**src/rtl/debounce_bank.sv**
```systemverilog
// Multi-channel debouncer: per-channel synchroniser, saturating stability counter,
// registered clean level and one-cycle rise/fall pulses, with optional tick scaling.
module debounce_bank #(
    parameter int               NCH         = 4,
    parameter int               NBITS       = 20,
    parameter int               NDELAY      = 65000,
    parameter int               SYNC_STAGES = 2,
    parameter logic [NCH-1:0]   RESET_VAL   = {NCH{1'b0}}
) (
    input  logic            clk,
    input  logic            reset,
    input  logic            tick,
    input  logic [NCH-1:0]  noisy,
    output logic [NCH-1:0]  clean,
    output logic [NCH-1:0]  rise,
    output logic [NCH-1:0]  fall,
    output logic            changed
);

    localparam logic [NBITS-1:0] DONE_CNT = NBITS'(NDELAY);

    if (SYNC_STAGES < 1) begin : g_bad_sync
        $error("debounce_bank: SYNC_STAGES must be >= 1");
    end
    if ((NDELAY < 1) || (NDELAY > ((2 ** NBITS) - 1))) begin : g_bad_delay
        $error("debounce_bank: NDELAY must lie in 1 .. 2**NBITS-1");
    end

    logic [NCH-1:0]   sync_r [SYNC_STAGES];
    logic [NCH-1:0]   sync_s;
    logic [NCH-1:0]   xnew_r;
    logic [NBITS-1:0] count_r [NCH];

    logic [NCH-1:0]   xnew_nxt_s;
    logic [NBITS-1:0] count_nxt_s [NCH];
    logic [NCH-1:0]   clean_nxt_s;
    logic [NCH-1:0]   rise_nxt_s;
    logic [NCH-1:0]   fall_nxt_s;
    logic             changed_nxt_s;

    assign sync_s = sync_r[SYNC_STAGES-1];

    // Synchroniser chain bringing the raw pins into the clk domain.
    always_ff @(posedge clk or posedge reset) begin
        if (reset) begin
            for (int s = 0; s < SYNC_STAGES; s++) begin
                sync_r[s] <= RESET_VAL;
            end
        end else begin
            sync_r[0] <= noisy;
            for (int s = 1; s < SYNC_STAGES; s++) begin
                sync_r[s] <= sync_r[s-1];
            end
        end
    end

    // Per-channel next state: a mismatch restarts the window; a full window commits the level.
    always_comb begin
        xnew_nxt_s  = xnew_r;
        clean_nxt_s = clean;
        rise_nxt_s  = {NCH{1'b0}};
        fall_nxt_s  = {NCH{1'b0}};
        for (int i = 0; i < NCH; i++) begin
            count_nxt_s[i] = count_r[i];
            if (sync_s[i] != xnew_r[i]) begin
                xnew_nxt_s[i]  = sync_s[i];
                count_nxt_s[i] = {NBITS{1'b0}};
            end else if (count_r[i] == DONE_CNT) begin
                // Commit is deliberately not tick-gated; the counter simply saturates here.
                clean_nxt_s[i] = xnew_r[i];
                rise_nxt_s[i]  = xnew_r[i] & ~clean[i];
                fall_nxt_s[i]  = ~xnew_r[i] & clean[i];
            end else if (tick) begin
                count_nxt_s[i] = count_r[i] + NBITS'(1);
            end else begin
                count_nxt_s[i] = count_r[i];
            end
        end
        changed_nxt_s = |(rise_nxt_s | fall_nxt_s);
    end

    // State and output registers; every output comes straight from a flop.
    always_ff @(posedge clk or posedge reset) begin
        if (reset) begin
            xnew_r  <= RESET_VAL;
            clean   <= RESET_VAL;
            rise    <= {NCH{1'b0}};
            fall    <= {NCH{1'b0}};
            changed <= 1'b0;
            for (int i = 0; i < NCH; i++) begin
                count_r[i] <= {NBITS{1'b0}};
            end
        end else begin
            xnew_r  <= xnew_nxt_s;
            clean   <= clean_nxt_s;
            rise    <= rise_nxt_s;
            fall    <= fall_nxt_s;
            changed <= changed_nxt_s;
            for (int i = 0; i < NCH; i++) begin
                count_r[i] <= count_nxt_s[i];
            end
        end
    end

endmodule
```
**config.mk**
```make
export PLATFORM = sky130hd
export DESIGN_NAME = debounce_bank
export DESIGN_NICKNAME = d
export VERILOG_FILES = /design/src/rtl/debounce_bank.sv
export SDC_FILE = /design/constraint.sdc
export NUM_CORES = 1
export LEC_CHECK = 0
export BUFFER_PORTS_ARGS = -buffer_cell sky130_fd_sc_hd__buf_2
export CORE_MARGIN = 2
export CORE_UTILIZATION = 55
export CTS_CLUSTER_SIZE = 20
export DETAILED_ROUTE_END_ITERATION = 16
export GPL_ROUTABILITY_DRIVEN = 0
export PLACE_DENSITY_LB_ADDON = 0.08
export SYNTH_ARGS = -nofsm -noshare
export SYNTH_HDL_FRONTEND = slang
export SYNTH_SLANG_ARGS = --single-unit
```
**constraint.sdc**
```tcl
create_clock -name clk -period 2.8 [get_ports clk]
set_input_delay 0.28 -clock clk [delete_from_list [all_inputs] [get_ports clk]]
set_output_delay 0.28 -clock clk [all_outputs]
set_load 0.03 [all_outputs]
```
# Yosys cells after proc, flatten, opt, wreduce, memory -nomap -nowiden
# Cells that the tools add are included.
word_totals:
  ff_bits: 105
  in_bits: 7
classes:
  add_sub_neg: 4
  eq_ne: 12
  muxes: 28
  n_bitwise: 21
  reduce_logical: 13
ops:
  columns: ["cell", "count"]
  rows:
  - ["20-bit 2-to-1 mux", 12]
  - ["20-bit by 1-bit adder with 20-bit output (second input constant)", 4]
  - ["20-bit by 16-bit == test with 1-bit output (second input constant)", 4]
  - ["1-bit 2-to-1 mux", 16]
  - ["2-bit AND reduction", 8]
  - ["1-bit NOT", 12]
  - ["1-bit AND", 8]
  - ["2-bit != test (second input constant)", 4]
  - ["2-bit nonzero test", 4]
  - ["1-bit != test", 4]
  - ["4-bit bitwise OR", 1]
  - ["4-bit OR reduction", 1]

# Longest topological paths before layout
depth:
  depth_word: 6
  ltp_mapped: 8

# Worst setup path before layout
# No wires, ideal clock.
synth_path:
  kind: "register to register"
  start: "reg count_r[1] (netlist name)"
  end: "reg count_r[12] (netlist name)"
  t_arrival_ns: 1.690
  slack_ns: 1.032
  path_stages_with_launch: 7
  path_buffers: 1
  cell_sequence: "dfrtp_1 -> ha_1 -> nand2_2 -> or4_4 -> buf_6 -> or3_1 -> a21oi_1"
synth_via:
  elab_chain_len: 4
  word_cells_on_any_way: 7
synth_lines:
  columns: ["element", "line", "source"]
  rows:
  - ["start, declared", "32", "logic [NBITS-1:0] count_r [NCH];"]
  - ["start signal, assigned by index", "91", "count_r[i] <= {NBITS{1'b0}};"]
  - ["start signal, assigned by index", "100", "count_r[i] <= count_nxt_s[i];"]
  - ["20-bit by 1-bit adder with 20-bit output", "74", "count_nxt_s[i] = count_r[i] + NBITS'(1);"]
  - ["20-bit 2-to-1 mux", "73", "end else if (tick) begin"]
  - ["20-bit 2-to-1 mux", "68", "end else if (count_r[i] == DONE_CNT) begin"]
  - ["20-bit 2-to-1 mux", "65", "if (sync_s[i] != xnew_r[i]) begin"]
# Several ways; a longest one is shown, not always the timed one. The select of a mux whose other input is x is not followed.
# A chain may end at the register's enable or synchronous reset.

# Worst setup path in the final report
layout_path:
  start: "reg count_r[0] (netlist name)"
  end: "reg rise[3]"
layout_via:
  elab_chain_len: 3
layout_lines:
  columns: ["element", "line", "source"]
  rows:
  - ["20-bit by 16-bit == test with 1-bit output", "68", null]
  - ["1-bit 2-to-1 mux", "68", null]
  - ["1-bit 2-to-1 mux", "65", null]
  - ["named net rise_nxt_s[3]", "37", "logic [NCH-1:0] rise_nxt_s;"]
  - ["end signal, assigned", "87", "rise <= {NCH{1'b0}};"]
  - ["end signal, assigned", "96", "rise <= rise_nxt_s;"]
  - ["end, declared", "15", "output logic [NCH-1:0] rise,"]
# The timed path passes the listed nets, and every way through them passes these cells.

==> impl_metrics.tcl <==
set metrics [dict create \
    synth_edf_count 0 \
    antenna_cells 0 \
    clock.fmax_mhz 481 \
    die_area_mm2 0.0101 \
    grt.overflow.total 0 \
    cts_buffers 9 \
    ir_drop_v 0.000271 \
    initial_core_util 0.561 \
    core-area_mm2 0.00911 \
    min-delay-path-class "in -> async" \
    register_area_mm2 0.00263 \
    cts_sinks 105 \
    slew_headroom 0.488 \
    ys_seq_area_frac 0.514 \
    synth_fa_ha_area_frac 0.0196 \
    outcome "complete, no violations" \
    port_buffers 19 \
    finalSetupTns_ps 0 \
    ys_top_cells_by_area "dfrtp_1 (51%), nor2_1 (6.0%), xnor2_1 (5.8%)" \
    area_growth_syn_to_layout_pct 8.81 \
    arrival_ps 2330 \
    drive_above_1_share 0.107 \
    die_h_um 100 \
    clock_latency_ps 360 \
    synth.distinct_cells 53 \
    r2r_cells 6 \
    r2r_slack_ps 720 \
    synth_compound_area_frac 0.0556 \
    cts.path.max_buffers 2 \
    regToRegEndpoint "rise[3]$_DFF_PP0_" \
    synth_top_family_by_area "simple AND/OR/NAND/NOR gates" \
    hpwlAfterDp_um 6320 \
    wl_um 9520 \
    grt_usage 0.210 \
    clk_pin_slew_worst_paths_ps 100 \
    post_dp_cell_area_mm2 0.00533 \
    grt_setup_unrepaired "false" \
    netlist_area_mm2 0.00511 \
    p_leak_uw 0.00236 \
    first_iter_violations 144 \
    grt_first_pass_wirelength_um 17000 \
    fill_cells 776 \
    post-route-min-period_ps 2080 \
    cts_tree "done" \
    design_area_mm2 0.00556 \
    postCtsSetupRepairBufs 0 \
    post-route-drc-count 0 \
    setup_viol 0 \
    multiInputGateArea_mm2 0.00232 \
    antenna_found_initial 0 \
    cp-start-kind "flop" \
    vias 3739 \
    instances_no_fill 662 \
    grt_pass1_vias 3625 \
    drv_cap 0 \
    synth_top_area_frac 0.514 \
    netlist_instances 524 \
    synth_commonest_cells "dfrtp_1 (105), nor2_1 (81), nand2_1 (46)" \
    post_cts_resized 0 \
    ctsHoldBuffers 2 \
    synth.most_common_cell "dfrtp_1" \
    drt_pass1_iterations 4 \
    tightest_slew_ps 766 \
    yosys.area_share.simple 0.264 \
    wl_per_cell_um 14.4 \
    cp_data_required_time_ps 3050 \
    avgSynthCellArea_um2 9.75 \
    dpl.cell_count 643 \
    yosysTopAreaCell "dfrtp_1" \
    htreeDepth 3 \
    cp_max_fo 4 \
    hold_viol 0 \
    ys_ff_latch 105 \
    num_rows 35 \
    ys.flop_type "dfrtp_1" \
    root_buffer "clkbuf_8" \
    viasPerCell 5.65 \
    muxShareOfSynthArea 0.00196 \
    finalPower_uw 2710 \
    async_flop_share 1.00 \
    nNetsFinal 561 \
    ys_warn_count 0 \
    r2r_start "count_r[0]$_DFFE_PP0P_" \
    die_w_um 100 \
    clock_skew_ps 5.16 \
    worstSetupPathType "reg -> reg" \
    num_io_pins 20 \
    fin_crit_sh 0.743 \
    ant_nets 0 \
    critPathCaptureType "flop" \
    synth-xor-area-share 0.113 \
    grt_start_max_net_pins 106 \
    p_per_area_mw_per_mm2 487 \
    slew_viol_final 0 \
    syn_nets 539 \
]
==> state kept, by name (all words and copies together) (netlist names) <==
signal   flops
fall         4
changed      1
count_r     80
clean        4
rise         4
sync_s       4
xnew_r       4
sync_r       4
==> layout make-up <==
type,instances,area share
Clock buffer,9,0.0223
Inverter,22,0.0155
Sequential cell,105,0.473
Tap cell,111,0.0250
Multi-Input combinational cell,380,0.418
Timing Repair Buffer,28,0.0329
Clock inverter,7,0.0142
==> through the flow <==
stage / utilization / hold WS [ps] / setup WS, ps
3_3_place_gp: 0.585 / 333 / 776
5_1_grt: 0.610 / 32.9 / 541
2_1_floorplan: - / 311 / 1030
6_report: 0.610 / 33.2 / 720
4_1_cts: 0.609 / 5.17 / 714
3_5_place_dp: 0.585 / 337 / 754
==> worst max-delay path, cell delays in order, from the launching register on <==
cell and delay, ps:
dfrtp_1 430, inv_1 110, ha_1 160, or4b_1 450
nor4_1 250, nand4_1 240, nor3_1 340
==> power breakdown <==
| group | switching [µW] | internal (µW) |
|---|---|---|
| sequential | 29.4 | 1540 |
| clock | 539 | 423 |
| combinational | 115 | 58.6 |
| total | 684 | 2020 |
==> per-layer routing <==
metal,GRT usage,part of all wire,vias up
met4,0.0632,0.014,0
met1,0.291,0.49,1830
met2,0.334,0.46,59
met3,0.0446,0.036,10
li1,-,-,1840
met5,0,0,-
==> placed cells by master (no fill, tap or decap), drive strengths merged, types with 2 or more instances in the layout <==
| master | instances |
|---|---|
| nand3 | 27 |
| and3 | 9 |
| a21oi | 16 |
| xor2 | 32 |
| ha | 8 |
| clkinvlp | 3 |
| nand2 | 48 |
| inv | 23 |
| nor2 | 81 |
| or3 | 14 |
| buf | 25 |
| nand4 | 20 |
| o22a | 2 |
| or4 | 4 |
| and2 | 3 |
| dfrtp | 105 |
| nor4b | 5 |
| o21ai | 18 |
| clkbuf | 9 |
| clkinv | 2 |
| o21a | 4 |
| nor4 | 9 |
| dlygate4sd3 | 3 |
| o211ai | 2 |
| and4 | 8 |
| nor3b | 2 |
| nor3 | 20 |
| xnor2 | 34 |
==> logic make-up after synthesis <==
logic type | after synthesis
compound gates | 48
xor+xnor | 66
simple gates | 257
buf+inv | 39
flops | 105
fa+ha+maj | 8
mux | 1
==> how the worst max path moves through the flow <==
stage,startpoint,end,slack (ps),cells after the start
after floorplan,count_r[1]$_DFFE_PP0P_,count_r[12]$_DFFE_PP0P_,1030,6
after global placement,count_r[0]$_DFFE_PP0P_,changed$_DFF_PP0_,780,7
after detailed placement,count_r[0]$_DFFE_PP0P_,changed$_DFF_PP0_,750,7
after CTS,count_r[0]$_DFFE_PP0P_,changed$_DFF_PP0_,710,7
after global routing,count_r[0]$_DFFE_PP0P_,changed$_DFF_PP0_,540,7
final,count_r[0]$_DFFE_PP0P_,rise[3]$_DFF_PP0_,720,6
Note: power is estimated with default switching activity, not from simulation.
